===== config.mk =====
export PLATFORM = sky130hd
export DESIGN_NAME = uart_tx_param
export DESIGN_NICKNAME = d
export VERILOG_FILES = /design/src/rtl/uart_pkg.sv /design/src/rtl/uart_baud_gen.sv /design/src/rtl/uart_tx_param.sv
export SDC_FILE = /design/constraint.sdc
export NUM_CORES = 1
export LEC_CHECK = 0
export BUFFER_PORTS_ARGS = -buffer_cell sky130_fd_sc_hd__buf_2
export CORE_UTILIZATION = 65
export CTS_BUF_LIST = sky130_fd_sc_hd__clkbuf_4 sky130_fd_sc_hd__clkbuf_8
export CTS_CLUSTER_SIZE = 8
export DETAILED_ROUTE_END_ITERATION = 12
export PLACE_DENSITY_LB_ADDON = 0.3
export SLEW_MARGIN = 20
export SYNTH_ARGS = -nofsm -noshare
export SYNTH_HDL_FRONTEND = slang
export SYNTH_SLANG_ARGS = --single-unit

===== constraint.sdc =====
create_clock -name clk -period 5.09 [get_ports clk]
set_input_delay 1.018 -clock clk [delete_from_list [all_inputs] [get_ports clk]]
set_output_delay 1.018 -clock clk [all_outputs]
set_load 0.02 [all_outputs]

===== src/rtl/uart_pkg.sv =====
// Shared definitions for the parametrised UART transmitter: FSM states,
// parity-mode encodings and the baud increment calculation.
package uart_pkg;

  typedef enum logic [2:0] {
    IDLE,
    START,
    DATA,
    PARITY,
    STOP,
    DONE
  } tx_state_t;

  localparam logic [1:0] PAR_NONE = 2'b00;
  localparam logic [1:0] PAR_EVEN = 2'b01;
  localparam logic [1:0] PAR_ODD  = 2'b10;

  // Rounded phase increment so that the accumulator carries BAUD_RATE times per second
  function automatic longint unsigned calc_inc(input longint unsigned clk_freq,
                                               input longint unsigned baud_rate,
                                               input int unsigned acc_width);
    longint unsigned scaled;
    scaled = baud_rate << acc_width;
    return (scaled + clk_freq / 2) / clk_freq;
  endfunction

endpackage


===== src/rtl/uart_baud_gen.sv =====
// Fractional phase-accumulator baud generator; tick is the accumulator carry-out
// while enabled, clr restarts the bit phase at the start of a frame.
module uart_baud_gen #(
  parameter int ACC_WIDTH = 24,
  parameter logic [ACC_WIDTH-1:0] INC = 1
) (
  input  logic clk,
  input  logic reset,
  input  logic en,
  input  logic clr,
  output logic tick
);

  logic [ACC_WIDTH-1:0] acc;
  logic [ACC_WIDTH:0]   sum;

  assign sum  = {1'b0, acc} + {1'b0, INC};
  assign tick = en & sum[ACC_WIDTH];

  always_ff @(posedge clk) begin
    if (reset) begin
      acc <= '0;
    end else if (clr) begin
      acc <= '0;
    end else if (en) begin
      acc <= sum[ACC_WIDTH-1:0];
    end
  end

endmodule


===== src/rtl/uart_tx_param.sv =====
// Parametrised UART transmitter with valid/ready input, per-frame parity and stop
// selection and cts gating. Define UART_TX_FIFO_EN to add the input FIFO.
module uart_tx_param
  import uart_pkg::*;
#(
  parameter int CLK_FREQ   = 50_000_000,
  parameter int BAUD_RATE  = 115_200,
  parameter int ACC_WIDTH  = 24,
  parameter int DATA_BITS  = 8,
  parameter int FIFO_DEPTH = 4
) (
  input  logic                          clk,
  input  logic                          reset,
  input  logic [DATA_BITS-1:0]          s_data,
  input  logic                          s_valid,
  output logic                          s_ready,
  input  logic [1:0]                    parity_mode,
  input  logic                          two_stop,
  input  logic                          cts,
  output logic                          tx,
  output logic                          baud_tick,
  output logic                          busy,
  output logic                          done,
  output logic [$clog2(FIFO_DEPTH):0]   fifo_level
);

  localparam logic [ACC_WIDTH-1:0] INC =
    ACC_WIDTH'(calc_inc(64'(CLK_FREQ), 64'(BAUD_RATE), ACC_WIDTH));
  localparam int CNT_W = $clog2(DATA_BITS);
  localparam logic [CNT_W-1:0] LAST_BIT = CNT_W'(DATA_BITS - 1);

  tx_state_t            state;
  logic [DATA_BITS-1:0] shreg;
  logic [CNT_W-1:0]     bit_cnt;
  logic                 par_en;
  logic                 par_bit;
  logic                 stop2;
  logic                 stop_second;
  logic                 baud_en;

  logic                 start_frame;
  logic [DATA_BITS-1:0] src_data;
  logic [1:0]           src_mode;
  logic                 src_two_stop;

`ifdef UART_TX_FIFO_EN
  localparam int PTR_W   = $clog2(FIFO_DEPTH);
  localparam int LVL_W   = PTR_W + 1;
  localparam int ENTRY_W = DATA_BITS + 3;

  logic [ENTRY_W-1:0] mem [FIFO_DEPTH];
  logic [PTR_W-1:0]   wr_ptr;
  logic [PTR_W-1:0]   rd_ptr;
  logic [LVL_W-1:0]   level;
  logic               full;
  logic               empty;
  logic               push;
  logic               pop;

  // A full FIFO refuses pushes even when a pop happens in the same cycle
  assign full    = (level == LVL_W'(FIFO_DEPTH));
  assign empty   = (level == '0);
  assign s_ready = ~full & ~reset;
  assign push    = s_valid & s_ready;
  assign pop     = (state == IDLE) & ~empty & cts & ~reset;

  assign start_frame = pop;
  assign {src_two_stop, src_mode, src_data} = mem[rd_ptr];
  assign fifo_level  = level;

  always_ff @(posedge clk) begin
    if (push) begin
      mem[wr_ptr] <= {two_stop, parity_mode, s_data};
    end
  end

  always_ff @(posedge clk) begin
    if (reset) begin
      wr_ptr <= '0;
      rd_ptr <= '0;
      level  <= '0;
    end else begin
      if (push) begin
        wr_ptr <= wr_ptr + PTR_W'(1);
      end
      if (pop) begin
        rd_ptr <= rd_ptr + PTR_W'(1);
      end
      case ({push, pop})
        2'b10:   level <= level + LVL_W'(1);
        2'b01:   level <= level - LVL_W'(1);
        default: level <= level;
      endcase
    end
  end
`else
  assign s_ready      = (state == IDLE) & cts & ~reset;
  assign start_frame  = s_valid & s_ready;
  assign src_data     = s_data;
  assign src_mode     = parity_mode;
  assign src_two_stop = two_stop;
  assign fifo_level   = '0;
`endif

  assign busy    = (state != IDLE);
  assign baud_en = (state == START) | (state == DATA) | (state == PARITY) | (state == STOP);

  uart_baud_gen #(
    .ACC_WIDTH (ACC_WIDTH),
    .INC       (INC)
  ) u_baud_gen (
    .clk   (clk),
    .reset (reset),
    .en    (baud_en),
    .clr   (start_frame),
    .tick  (baud_tick)
  );

  // Frame sequencer; the whole frame configuration is latched when the word is taken
  always_ff @(posedge clk) begin
    if (reset) begin
      state       <= IDLE;
      tx          <= 1'b1;
      done        <= 1'b0;
      shreg       <= '0;
      bit_cnt     <= '0;
      par_en      <= 1'b0;
      par_bit     <= 1'b0;
      stop2       <= 1'b0;
      stop_second <= 1'b0;
    end else begin
      done <= 1'b0;
      unique case (state)
        IDLE: begin
          tx <= 1'b1;
          if (start_frame) begin
            state   <= START;
            tx      <= 1'b0;
            shreg   <= src_data;
            par_en  <= (src_mode == PAR_EVEN) || (src_mode == PAR_ODD);
            par_bit <= (^src_data) ^ (src_mode == PAR_ODD);
            stop2   <= src_two_stop;
          end
        end
        START: begin
          if (baud_tick) begin
            state   <= DATA;
            tx      <= shreg[0];
            shreg   <= shreg >> 1;
            bit_cnt <= '0;
          end
        end
        DATA: begin
          if (baud_tick) begin
            if (bit_cnt == LAST_BIT) begin
              stop_second <= 1'b0;
              if (par_en) begin
                state <= PARITY;
                tx    <= par_bit;
              end else begin
                state <= STOP;
                tx    <= 1'b1;
              end
            end else begin
              bit_cnt <= bit_cnt + CNT_W'(1);
              tx      <= shreg[0];
              shreg   <= shreg >> 1;
            end
          end
        end
        PARITY: begin
          if (baud_tick) begin
            state       <= STOP;
            tx          <= 1'b1;
            stop_second <= 1'b0;
          end
        end
        STOP: begin
          if (baud_tick) begin
            if (stop2 && !stop_second) begin
              stop_second <= 1'b1;
            end else begin
              state <= DONE;
              done  <= 1'b1;
            end
          end
        end
        DONE: begin
          state <= IDLE;
          tx    <= 1'b1;
        end
        default: begin
          state <= IDLE;
          tx    <= 1'b1;
        end
      endcase
    end
  end

endmodule

* Yosys cells after proc, flatten, opt, wreduce, memory -nomap -nowiden
Index checks and enable logic that the tools add are counted.
Storage, ports and cells: output and inout bits 8, register bits after elaboration 44, bits of input ports 15, logic and storage cells 88
Operators by class: equality and inequality tests 16, add/sub/neg operators 2, bitwise logic cells 11, reductions and logical operators 17, muxes and demuxes 32
Operator list (count):
- 2-to-1 mux 3 bit | 11
- 2-to-1 mux 8 bit | 4
- adder 24 x 16 -> 25 bit, second input constant | 1
- one-hot mux 8 bit (3 select lines) | 1
- one-hot mux 3 bit (5 select lines) | 1
- inequality test 2 bit, second input constant | 7
- 2-to-1 mux 1 bit | 12
- nonzero test 3 bit | 3
- AND reduction 4 bit | 2
- parity 8 bit | 1
- AND reduction 7 bit | 1
- equality test 3 x 2 -> 1 bit, second input constant | 2
- equality test 3 bit, second input constant | 2
- one-hot mux 3 bit (2 select lines) | 1
- AND reduction 6 bit | 1
- one-hot mux 1 bit (5 select lines) | 1
- AND reduction 5 bit | 1
- AND 1 bit | 4
- inequality test 2 x 1 -> 1 bit, second input constant | 2
- adder 3 x 1 -> 3 bit, second input constant | 1
- equality test 3 x 1 -> 1 bit, second input constant | 1
- logical NOT 3 bit | 1
- inverter 1 bit | 3
- OR 1 bit | 3
- other kinds (11) | 11

* Depth between registers and ports, before layout
word-level depth 7, depth in mapped cells 9, depth with buffers taken out 8

* Hierarchy
A second synthesis with hierarchy kept.
Unflattened totals: cell total of the unflattened synthesis 334, area total of the unflattened synthesis 2763.9 µm²
By module, submodules not included:
- uart_baud_gen | cells each 196, area an instance 1582.8 µm², sequential area each 480.5 µm², instances 1
- uart_tx_param | cells each 138, area an instance 1181.1 µm², sequential area each 400.4 µm², instances 1

* Worst setup path after synthesis
Ideal clock, no wire load.
kind input port to output port, start point in reset, end point out s_ready, required time 4072 ps, arrival 1657 ps, path slack 2415 ps, buffers on the path 1, stages on the path 3, path through buf_2 -> nor2_1 -> and3_1
On the way: word-level cells in the longest chain between the ends 2
Ends and longest elaborated chain:
- start: declaration | RTL line uart_tx_param.sv:13 | input logic reset,
- inverter 1 bit | RTL line uart_tx_param.sv:97 | assign s_ready = (state == IDLE) & cts & ~reset;
- AND 1 bit | RTL line uart_tx_param.sv:97
- end: declaration | RTL line uart_tx_param.sv:16 | output logic s_ready,
Every way passes these cells.

* Worst setup path after layout
start point reg u_baud_gen.acc[2], end point out baud_tick
On the way: word-level cells in the longest chain between the ends 2
Ends and longest elaborated chain:
- start: declaration | RTL line uart_baud_gen.sv:14 | logic [ACC_WIDTH-1:0] acc;
- start signal: assignment | RTL line uart_baud_gen.sv:26 | acc <= sum[ACC_WIDTH-1:0];
- adder 24 x 16 -> 25 bit | RTL line uart_baud_gen.sv:17 | assign sum = {1'b0, acc} + {1'b0, INC};
- AND 1 bit | RTL line uart_baud_gen.sv:18 | assign tick = en & sum[ACC_WIDTH];
- end: declaration | RTL line uart_tx_param.sv:21 | output logic baud_tick,
Every way passes these cells.

==> flow_summary.json <==
{
  "outcome": "finished, final reports clean",
  "peakVddDrop_uv": 191,
  "synth_edf_count": 0,
  "wl_per_cell_microns": 13.2,
  "antenna_cells": 0,
  "rows": 21,
  "dieArea_sq_um": 3980,
  "power.density_nw_per_um2": 290,
  "worstSetupStartpointType": "flop",
  "skew_ps": 5.36,
  "tns_ps": 0,
  "hold_viol_final": 0,
  "track_usage": 0.270,
  "cts_tree": "done",
  "routabilityCongestion": 0.829,
  "core-area_sq_um": 3470,
  "worst_path_max_delay_cell": "a211o_1",
  "die_w_microns": 63.1,
  "first_pass_iters": 5,
  "antenna_found_initial": 0,
  "arrival_ps": 2180,
  "clockBufferDepth": 2,
  "drv_cap": 0,
  "die_y_microns": 63.1,
  "critPathTopFamily": "simple AND/OR/NAND/NOR gates",
  "wl_microns": 4680,
  "slowest_delay_ps": 490,
  "syn_area_sq_um": 2430,
  "gr-total-overflow": 0,
  "layout-drive-gt1-share": 0.120,
  "grt_max_degree": 25,
  "yosysWarnings": 0,
  "synthCells": 296,
  "cts_setup_buffers": 0,
  "postCtsResizedCells": 0,
  "path_cells": "nor4_4, nand3_4, a211o_1, nand2_4, inv_4, buf_2",
  "switching_share": 0.288,
  "synth_flop_cell": "dfxtp_1",
  "finalMaxSlewViolations": 0,
  "cp-end-kind": "primary output",
  "cp_max_fo": 10,
  "cp_num_buf_inv": 2,
  "setup_viol": 0,
  "dr.first_iter.drc_count": 139,
  "ant_nets": 0,
  "cts_hold_buf": 0,
  "area_growth_pct": 6.70,
  "finalCritPeriodShare": 0.628,
  "critPathRequiredTime_ps": 4070,
  "final.fill_count": 274,
  "hpwlAfterDp_microns": 3340,
  "rsz0062_at_grt": "no",
  "clock_sinks": 44,
  "pwr-share-comb": 0.182,
  "synth_area_leaders": "dfxtp_1, xnor2_1, xor2_1",
  "seq_power_share": 0.511,
  "max_freq_mhz": 313,
  "cts_buffers": 5,
  "slew_headroom": 0.523,
  "final_cell_count_no_fill": 354,
  "power.internal_mw": 0.536,
  "vias": 2023,
  "p_switching_mw": 0.216,
  "seq_area_frac_synth": 0.363,
  "clock_tree.root_cell": "clkbuf_8",
  "finalCriticalPeriod_ps": 3200,
  "final_nets": 326,
  "viasPerCell": 5.71,
  "path_class": "reg -> out",
  "initial_core_util": 0.700,
  "p_leak_nw": 0.979,
  "grt_pass1_vias": 1855,
  "pin_count": 23,
  "synth_top_area_frac": 0.363,
  "syn-mean-instance-area_sq_um": 8.20,
  "h-tree-depth": 2,
  "grt_pass1_wl_microns": 8390,
  "clock_latency_ps": 300,
  "p_clk_frac": 0.307,
  "drc": 0,
  "clk_pin_slew_ps": 80,
  "worst_pin_slew_ps": 715,
  "hold_path.class": "reg -> reg",
  "synthDistinctLibCells": 55,
  "numPortBuffers": 19,
  "ys_ff_latch": 44,
  "yosys.area.top_type": "dfxtp_1",
  "async_reset_ff_frac": 0,
  "placed_cells": 346
}
registers in the layout, indices dropped and copies added (netlist names):
register / count
bit_cnt: 3
shreg: 8
state: 3
stop_second: 1
par_en: 1
u_baud_gen.acc: 24
tx: 1
done: 1
par_bit: 1
stop2: 1
worst min-delay path, stage by stage (launching register included):
cell     delay, ps
dfxtp_1        300
inv_1           60
o31ai_1         70
area by class of cell:
type                       count  area (sq um)  area share
tap                           46          57.6      0.0222
clock buffer                   7          90.1      0.0348
sequential                    44           881       0.340
clock inverter                 1          7.51     0.00290
multi-input combinational    220          1390       0.538
timing repair buffer          19          95.1      0.0367
inverter                      17          66.3      0.0256
power groups by stage:
stage / Clock, mW / Combinational, mW / Sequential (mW)
after floorplan: 0 / 0.116 / 0.387
after detailed placement: 0 / 0.136 / 0.392
after global routing: 0.252 / 0.154 / 0.388
after global placement: 0 / 0.134 / 0.391
final: 0.231 / 0.137 / 0.384
after CTS: 0.238 / 0.137 / 0.384
metrics by stage:
stage | power, mW | setup slack (ps) | util | cell area (sq um) | hold slack (ps)
floorplan | 0.502 | 2420 | - | 2440 | 444
global placement | 0.525 | 2230 | 0.719 | 2490 | 470
detailed placement | 0.528 | 2200 | 0.719 | 2490 | 463
CTS | 0.758 | 1900 | 0.747 | 2590 | 475
global route | 0.794 | 1790 | 0.747 | 2590 | 518
finish | 0.752 | 1890 | 0.747 | 2590 | 479
cell usage after synthesis, types with 2 or more instances:
master and instances:
a2111oi_0 2, a211oi_1 4, a21oi_1 10, and2_1 3
and3_1 4, and4_1 2, buf_2 7, buf_4 4
clkbuf_1 5, dfxtp_1 44, ha_1 4, inv_1 16
mux2i_1 7, nand2_1 33, nand2b_1 2, nand3_1 11
nand3b_1 3, nand4_1 5, nor2_1 36, nor2_2 2
nor3_1 8, nor4_1 3, o21ai_0 10, o221ai_1 6
o31ai_1 3, or3_1 3, xnor2_1 16, xor2_1 16
layer usage:
layer  global-route usage  wire length (microns)
met3               0.0707                    182
met5                    0                      0
met4               0.0930                     65
met1                0.359                   2320
met2                0.421                   2120
worst paths after layout:
kind | depth (start not counted) | startpoint | slack, ps | endpoint
max reg2reg | 6 | state[1]$_SDFFE_PP0P_ | 2760 | shreg[0]$_SDFFE_PP0P_
min | 2 | par_bit$_SDFFE_PP0P_ | 480 | par_bit$_SDFFE_PP0P_
max | 6 | u_baud_gen.acc[2]$_SDFFE_PP0P_ | 1890 | baud_tick
min reg2reg | 2 | par_bit$_SDFFE_PP0P_ | 480 | par_bit$_SDFFE_PP0P_
cells in the final DEF (no fill, tap or decap), types with 10 or more instances in the layout:
cell type / count
o21ai_0: 10
nor2_1: 36
nand3_1: 11
inv_1: 16
buf_2: 19
xor2_1: 16
dfxtp_1: 44
nand2_1: 33
xnor2_1: 16
a21oi_1: 10
logic make-up after synthesis:
| group | count (synthesis) | share of synthesized area |
|---|---|---|
| and+or+nand+nor | 124 | 0.258 |
| AOI/OAI and AO/OA | 50 | 0.146 |
| DFF | 44 | 0.363 |
| buffers and inverters | 34 | 0.0665 |
| xor gates and xnor gates | 32 | 0.115 |
| muxes | 7 | 0.0289 |
| adders and majority gates | 4 | 0.0206 |
| other | 1 | 0.00154 |
Note: power is estimated with default switching activity, not from simulation.
